### config.mk
export PLATFORM = sky130hd
export DESIGN_NAME = uart_ram_dump
export DESIGN_NICKNAME = d
export VERILOG_FILES = /design/src/rtl/uart_ram_dump.sv
export SDC_FILE = /design/constraint.sdc
export NUM_CORES = 1
export LEC_CHECK = 0
export CORE_ASPECT_RATIO = 2
export CORE_UTILIZATION = 50
export DETAILED_ROUTE_END_ITERATION = 16
export HOLD_SLACK_MARGIN = 0.15
export PLACE_DENSITY = 0.79
export SLEW_MARGIN = 20
export SYNTH_ARGS = -nofsm -noshare
export SYNTH_HDL_FRONTEND = slang
export SYNTH_SLANG_ARGS = --single-unit
### constraint.sdc
create_clock -name clk -period 2.3 [get_ports clk]
set_input_delay 0.345 -clock clk [delete_from_list [all_inputs] [get_ports clk]]
set_output_delay 0.345 -clock clk [all_outputs]
set_load 0.02 [all_outputs]
### src/rtl/uart_ram_dump.sv
// uart_ram_dump: streams RAM words to the UART byte handshake, LSB first.
// Define DUMP_CHECKSUM_EN to append a mod-256 sum byte after the data.
module uart_ram_dump #(
  parameter int XLEN     = 32,
  parameter int ADDR_LEN = 14
) (
  input  logic                clk,
  input  logic                rstb,
  input  logic                start,
  input  logic [ADDR_LEN-1:0] start_addr,
  input  logic [ADDR_LEN:0]   word_cnt,
  output logic                busy,
  output logic                done,
  input  logic                ram_gnt,
  output logic                ram_en,
  output logic [ADDR_LEN-1:0] ram_addr,
  input  logic [XLEN-1:0]     ram_rd_data,
  output logic                tx_valid,
  output logic [7:0]          tx_data,
  input  logic                tx_ready
);
`ifdef DUMP_CHECKSUM_EN
  typedef enum logic [2:0] {IDLE, RD, WAIT, SEND, CSUM} state_t;
  logic [7:0] csum_q;
`else
  typedef enum logic [2:0] {IDLE, RD, WAIT, SEND} state_t;
`endif
  state_t              state_q;
  logic [ADDR_LEN-1:0] addr_q;
  logic [ADDR_LEN:0]   rem_q;
  logic [XLEN-1:0]     sh_q;
  logic [1:0]          idx_q;
  logic                done_q;
  logic                xfer;
  assign xfer     = tx_valid && tx_ready;
  assign busy     = state_q != IDLE;
  assign done     = done_q;
  assign ram_en   = (state_q == RD) && ram_gnt;
  assign ram_addr = addr_q;
`ifdef DUMP_CHECKSUM_EN
  assign tx_valid = (state_q == SEND) || (state_q == CSUM);
  assign tx_data  = (state_q == CSUM) ? csum_q : sh_q[7:0];
`else
  assign tx_valid = state_q == SEND;
  assign tx_data  = sh_q[7:0];
`endif
  always_ff @(posedge clk or negedge rstb) begin
    if (!rstb) begin
      state_q <= IDLE;
      addr_q  <= '0;
      rem_q   <= '0;
      sh_q    <= '0;
      idx_q   <= '0;
      done_q  <= 1'b0;
`ifdef DUMP_CHECKSUM_EN
      csum_q  <= '0;
`endif
    end else begin
      done_q <= 1'b0;
      case (state_q)
        IDLE: if (start) begin
          addr_q <= start_addr;
          rem_q  <= word_cnt;
`ifdef DUMP_CHECKSUM_EN
          csum_q <= '0;
          state_q <= (word_cnt == '0) ? CSUM : RD;
`else
          if (word_cnt == '0) done_q <= 1'b1;
          else state_q <= RD;
`endif
        end
        RD: if (ram_gnt) state_q <= WAIT;
        WAIT: begin
          sh_q    <= ram_rd_data;
          idx_q   <= '0;
          state_q <= SEND;
        end
        SEND: if (xfer) begin
          sh_q  <= sh_q >> 8;
          idx_q <= idx_q + 2'd1;
`ifdef DUMP_CHECKSUM_EN
          csum_q <= csum_q + sh_q[7:0];
`endif
          if (idx_q == 2'd3) begin
            addr_q <= addr_q + ADDR_LEN'(1);
            rem_q  <= rem_q - (ADDR_LEN+1)'(1);
            if (rem_q == (ADDR_LEN+1)'(1)) begin
`ifdef DUMP_CHECKSUM_EN
              state_q <= CSUM;
`else
              done_q  <= 1'b1;
              state_q <= IDLE;
`endif
            end else begin
              state_q <= RD;
            end
          end
        end
`ifdef DUMP_CHECKSUM_EN
        CSUM: if (xfer) begin
          done_q  <= 1'b1;
          state_q <= IDLE;
        end
`endif
        default: state_q <= IDLE;
      endcase
    end
  end
endmodule

==> metrics, run 1 <==
status=finished clean; Clock transition at path regs=0.05 ns; initial DRC count=239; internal power=4.71 mW; min cycle time layout=2.26 ns; antenna viol nets, final=0; Final period util=0.984; dpl hpwl=7320 um; GR Layer Usage met3=0.0495; Post-Route WL=10400 um; drc violations=0; number of clock sinks=66; Worst path slowest cell=clkdlybuf4s50_1; Post-CTS Setup Bufs=0; IO Count=92; Post-Place Cells=575; Area contributors post-synth=dfrtp_1, mux2i_1, o21ai_0; Final setup viols=0; Synth Net Count=482; power share of the clock group=0.193; num rows=44; mean routed wirelength per cell=17.6 um; Post-Layout Cell Count=592; TritonCTS clock tree=built; Post-Syn Instances=408; share of layout cells above drive strength 1=0.0840; total power draw=8.05 mW; post-synth cell types=46; worst-margin pin slew=0.647 ns; synthesized area=0.00374 sq mm; Placeable Area=0.00727 sq mm; Fin Hold WS=0.485 ns; GRT Util Overall=0.278; Yosys top cell by area=dfrtp_1; Hold Violations, Final=0; GR peak layer=met2; CP Capture Type=output port; Net Sw Frac=0.415; CTS Buf Count=9; remaining global-route overflow=0; Hold Crit Class=flip-flop to flip-flop; commonest register cell after synthesis=dfrtp_1; Worst Path Arrival=1.92 ns; number of synthesized flops with an enable pin=0; Max Clk Rate=442 MHz; sequential share of the synthesized area=0.441; vias=3520; GPL Wtd Cong=0.865; critical path cell sequence=ha_2, buf_6, clkdlybuf4s50_1; Global Route met2 Usage=0.495; root buffer cell=clkbuf_16; Power Density=1570 mW/mm^2; Max FO, Critical Path=25; NetSw=3.34 mW; Initial Util=0.515; full die area=0.00785 sq mm; antenna cells=0; CTS max path bufs=2; #FFs+latches synth=66; Horiz. Die Dim=63.2 um; FFs w/ async S/R, synth=1.00; Fin Setup TNS=0 ns; Critical path buffers and inverters=2; maxcap violations=0; via/cell ratio=5.95; crit start category=flip-flop; H-tree depth=3; VDD IR max=1.03 mV; Final Max Tran Viols=0; Port Buffers=91; largest net degree at the start of global routing=49; initial antenna violation count=0; met1 GRT Util=0.313; filler instances=574; combinational group share of total power=0.524; Initial DRT Pass Iterations=5; die height=124 um; vias in the first global route=3530; first-pass GRT wire length=17000 um; Required @ worst endpoint=1.96 ns; CP delay by family, top=buffers and inverters; Clock Skew=0.00540 ns; Layout Nets=569; area share of the largest cell type after synthesis=0.441; Area Growth Syn to Fin=37.4%; leakage power=2.09 nW; Avg Cell Area, Syn=9.17 sq um; Flop pwr share=0.283; Ys Warns=0; Max stage delay on crit path=0.64 ns; Rel. slew slack=0.565; critical path type=flip-flop to output port; Skew-Pair Late Insertion Delay=0.33 ns
final timing paths:
kind | start | end | slack [ns] | depth (start not counted)
max | state_q[1] | tx_valid | 0.04 | 3
min | sh_q[18] | sh_q[18] | 0.49 | 2
max reg2reg | state_q[1] | state_q[1] | 0.21 | 6
min reg2reg | sh_q[18] | sh_q[18] | 0.49 | 2
max in group asynchronous | rstb | ram_addr[9] | 1.14 | 3
min in group asynchronous | rstb | sh_q[2] | 0.53 | 2
Yosys cell counts (5+ instances only):
cell type,count
nand2_1,50
inv_1,10
a2bb2oi_1,5
ha_1,8
and4_1,8
a22oi_1,7
nor3_1,13
clkbuf_1,13
nand4_1,11
o22ai_1,19
dfrtp_1,66
a21oi_1,20
buf_4,8
nand3_1,8
nor4_1,9
nor2_1,16
a21boi_0,9
o21ai_0,41
mux2i_1,29
buf_2,8
worst min-delay path, cell delays in order, from the launching register on:
cell     delay, ns
dfrtp_1       0.34
nand2_1       0.05
o21ai_0       0.06
placed cells by master, fill, tap and decap left out, drive strengths merged, types with 9 or more instances in the layout:
master / n
nand4: 11
mux2i: 29
dfrtp: 66
nor4: 9
nand2: 50
buf: 20
nor3: 14
o21ai: 42
o22ai: 19
a21boi: 10
inv: 10
clkbuf: 11
nor2: 16
clkdlybuf4s50: 90
a21oi: 20
per-layer routing:
metal  share of wire  vias up
met3           0.047       33
li1                -     1677
met2            0.54      133
met1            0.38     1677
met4           0.032        0
met5               0        -
power groups by stage:
stage / logic, mW / clock network, mW / registers, mW
4_1_cts: 4.22 / 1.57 / 2.26
5_1_grt: 4.61 / 1.62 / 2.35
3_5_place_dp: 4.18 / 0 / 2.27
3_3_place_gp: 4.07 / 0 / 2.24
6_report: 4.22 / 1.55 / 2.28
2_1_floorplan: 2.72 / 0 / 2.29
cells by family after synthesis:
family | Yosys count | synth area share
AOI/OAI and AO/OA | 116 | 0.189
DFF | 66 | 0.441
buffers and inverters | 45 | 0.0599
and+or+nand+nor | 142 | 0.200
adders and majority gates | 8 | 0.0268
xor gates and xnor gates | 1 | 0.00234
muxes | 30 | 0.0806
repair_timing:
action,in CTS,in global routing
hold buffers,1,0
pin swaps,0,0
hold endpoints to repair,20,0
resized for setup,1,2
endpoints found under the setup margin,1,8
per-stage QoR:
| step | util | setup slack (ns) | instance area [sq um] |
|---|---|---|---|
| 2_1_floorplan | - | 0.401 | 3740 |
| 3_3_place_gp | 0.658 | 0.165 | 4780 |
| 3_5_place_dp | 0.658 | 0.0821 | 4780 |
| 4_1_cts | 0.706 | 0.0772 | 5130 |
| 5_1_grt | 0.707 | -0.00544 | 5140 |
| 6_report | 0.707 | 0.0369 | 5140 |
flip-flops by register name (all words and copies together) (netlist names):
name	cells
state_q	2
rem_q	15
sh_q	32
idx_q	2
done	1
ram_addr	14
area by class of cell:
| class | count | area, sq um | area share |
|---|---|---|---|
| Clock buffer | 11 | 233 | 0.0453 |
| Inverter | 10 | 37.5 | 0.00730 |
| Clock inverter | 5 | 103 | 0.0200 |
| Sequential cell | 66 | 1650 | 0.321 |
| Timing Repair Buffer | 111 | 1110 | 0.216 |
| Multi-Input combinational cell | 297 | 1890 | 0.367 |
| Tap cell | 92 | 115 | 0.0224 |
Note: power is estimated with default switching activity, not from simulation.
==> run 2, diff against run 1 <==
--- a/config.mk
+++ b/config.mk
@@ -5,6 +5,7 @@
 export SDC_FILE = /design/constraint.sdc
 export NUM_CORES = 1
 export LEC_CHECK = 0
+export CAP_MARGIN = 20
 export CORE_ASPECT_RATIO = 2
 export CORE_UTILIZATION = 50
 export DETAILED_ROUTE_END_ITERATION = 16
==> results of run 2 <==
Final layout, timing and power as in run 1 (identical DEF).
==> run 3, diff against run 2 <==
--- a/config.mk
+++ b/config.mk
@@ -11,6 +11,7 @@
 export DETAILED_ROUTE_END_ITERATION = 16
 export HOLD_SLACK_MARGIN = 0.15
 export PLACE_DENSITY = 0.79
+export RECOVER_POWER = 50
 export SLEW_MARGIN = 20
 export SYNTH_ARGS = -nofsm -noshare
 export SYNTH_HDL_FRONTEND = slang
==> metrics, run 3 (synthesis results as in run 1) <==
status=finished clean; Horiz. Die Dim=63.2 um; GRT Util Overall=0.278; Hold Crit Class=flip-flop to flip-flop; crit start category=flip-flop; VDD IR max=1.03 mV; initial antenna violation count=0; dpl hpwl=7320 um; most frequent cells in the layout=clkdlybuf4s50_1, dfrtp_1, nand2_1, o21ai_0, mux2i_1; H-tree depth=3; CTS Buf Count=9; Layout Nets=569; area of the multi-input gates=0.00189 sq mm; initial DRC count=240; CTS max path bufs=2; Final Max Tran Viols=0; commonest non-fill, non-tap cell in the layout=clkdlybuf4s50_1; full die area=0.00785 sq mm; post-route setup slack=0.0391 ns; final core occ=0.707; Clock Skew=0.00563 ns; vias in the first global route=3530; Register Area=0.00165 sq mm; Power Density=1560 mW/mm^2; mean routed wirelength per cell=17.6 um; min cycle time layout=2.26 ns; TritonCTS clock tree=built; via/cell ratio=5.94; Max stage delay on crit path=0.64 ns; num rows=44; Max FO, Critical Path=25; vias=3517; die height=124 um; leakage power=2.09 nW; FF-to-FF Start=state_q[1]; Max Clk Rate=442 MHz; critical path type=flip-flop to output port; remaining global-route overflow=0; root buffer cell=clkbuf_16; maxcap violations=0; Most flops, register=sh_q; Worst R2R Path Depth=6; Required @ worst endpoint=1.96 ns; Post-Layout Cell Count=592; Initial DRT Pass Iterations=5; worst-margin pin slew=1.29 ns; Hold Crit Endpoint=sh_q[1]; IO Count=92; Final period util=0.983; Post-Place Cells=575; met1 GRT Util=0.313; Clock transition at path regs=0.05 ns; critical path cell sequence=ha_2, buf_6, clkdlybuf4s50_1; Critical R2R Capture=state_q[1]; antenna viol nets, final=0; Worst Path Arrival=1.92 ns; Worst path slowest cell=clkdlybuf4s50_1; CP Capture Type=output port; drc violations=0; Skew-Pair Late Insertion Delay=0.33 ns; setup slack, reg-to-reg=0.22 ns; pre-CTS setup slack=0.0821 ns; GPL Wtd Cong=0.865; Area Growth Syn to Fin=37.3%; antenna cells=0; GR Layer Usage met3=0.0495; Rel. slew slack=0.138; number of clock sinks=66; Hold Violations, Final=0; share of layout cells above drive strength 1=0.0800; first-pass GRT wire length=17000 um; filler instances=575; Post-CTS Setup Bufs=0; largest net degree at the start of global routing=49; Global Route met2 Usage=0.495; Final setup viols=0; GR peak layer=met2; Placeable Area=0.00727 sq mm; hold path depth=2; max reg flops=32; Post-Route WL=10400 um; Initial Util=0.515; Port Buffers=91; hold_sp=sh_q[1]
run 3: cell count changes in the layout (fill, tap and decap cells not counted):
| cell | change |
|---|---|
| buf_2 | -1 |
| buf_4 | -1 |
| clkbuf_1 | +2 |
| clkdlybuf4s50_1 | -9 |
| dlygate4sd3_1 | +9 |
run 3: worst max path at each step:
stage | cells after the start | slack (ns) | to | start
after floorplan | 7 | 0.40 | rem_q[3] | state_q[0]
after global placement | 5 | 0.17 | rem_q[3] | start
after detailed placement | 5 | 0.08 | ram_addr[8] | start
after CTS | 3 | 0.08 | tx_valid | state_q[1]
after global routing | 3 | -0.005 | tx_valid | state_q[1]
final | 3 | 0.04 | tx_valid | state_q[1]
run 3: area by class of cell:
type	instances	share of cell area
timing repair buffer	111	0.216
tap	92	0.0224
sequential	66	0.322
multi-input combinational	297	0.368
clock inverter	5	0.0200
clock buffer	11	0.0453
inverter	10	0.00731
run 3: worst max-delay path, delay by kind of cell, from the launching register on:
family	cells	cell delay, ns
flops	1	0.41
fa+ha+maj	1	0.27
buf+inv	2	0.89
run 3: what timing repair did:
action,4_1_cts,5_1_grt
hold buffers,1,0
hold endpoints to repair,20,0
resized for setup,1,2
endpoints found under the setup margin,1,8
run 3: through the flow:
| step | setup TNS, ns | cell area [sq um] | hold slack [ns] | total power [mW] |
|---|---|---|---|---|
| detailed placement | 0 | 4780 | 0.359 | 6.45 |
| finish | 0 | 5130 | 0.484 | 8.01 |
| CTS | 0 | 5130 | 0.485 | 8.05 |
| global route | -0.00544 | 5130 | 0.513 | 8.55 |
| floorplan | 0 | 3740 | 0.0494 | 5.00 |
| global placement | 0 | 4780 | 0.353 | 6.31 |
run 3: where the power goes:
part	internal (mW)	switching [mW]	total [mW]
combinational	1.88	2.30	4.19
sequential	1.74	0.530	2.27
clock	1.06	0.495	1.55
run 3: per-layer routing:
metal,vias up,part of all wire
met2,121,0.55
li1,1677,-
met5,-,0
met1,1690,0.38
met3,29,0.042
met4,0,0.029
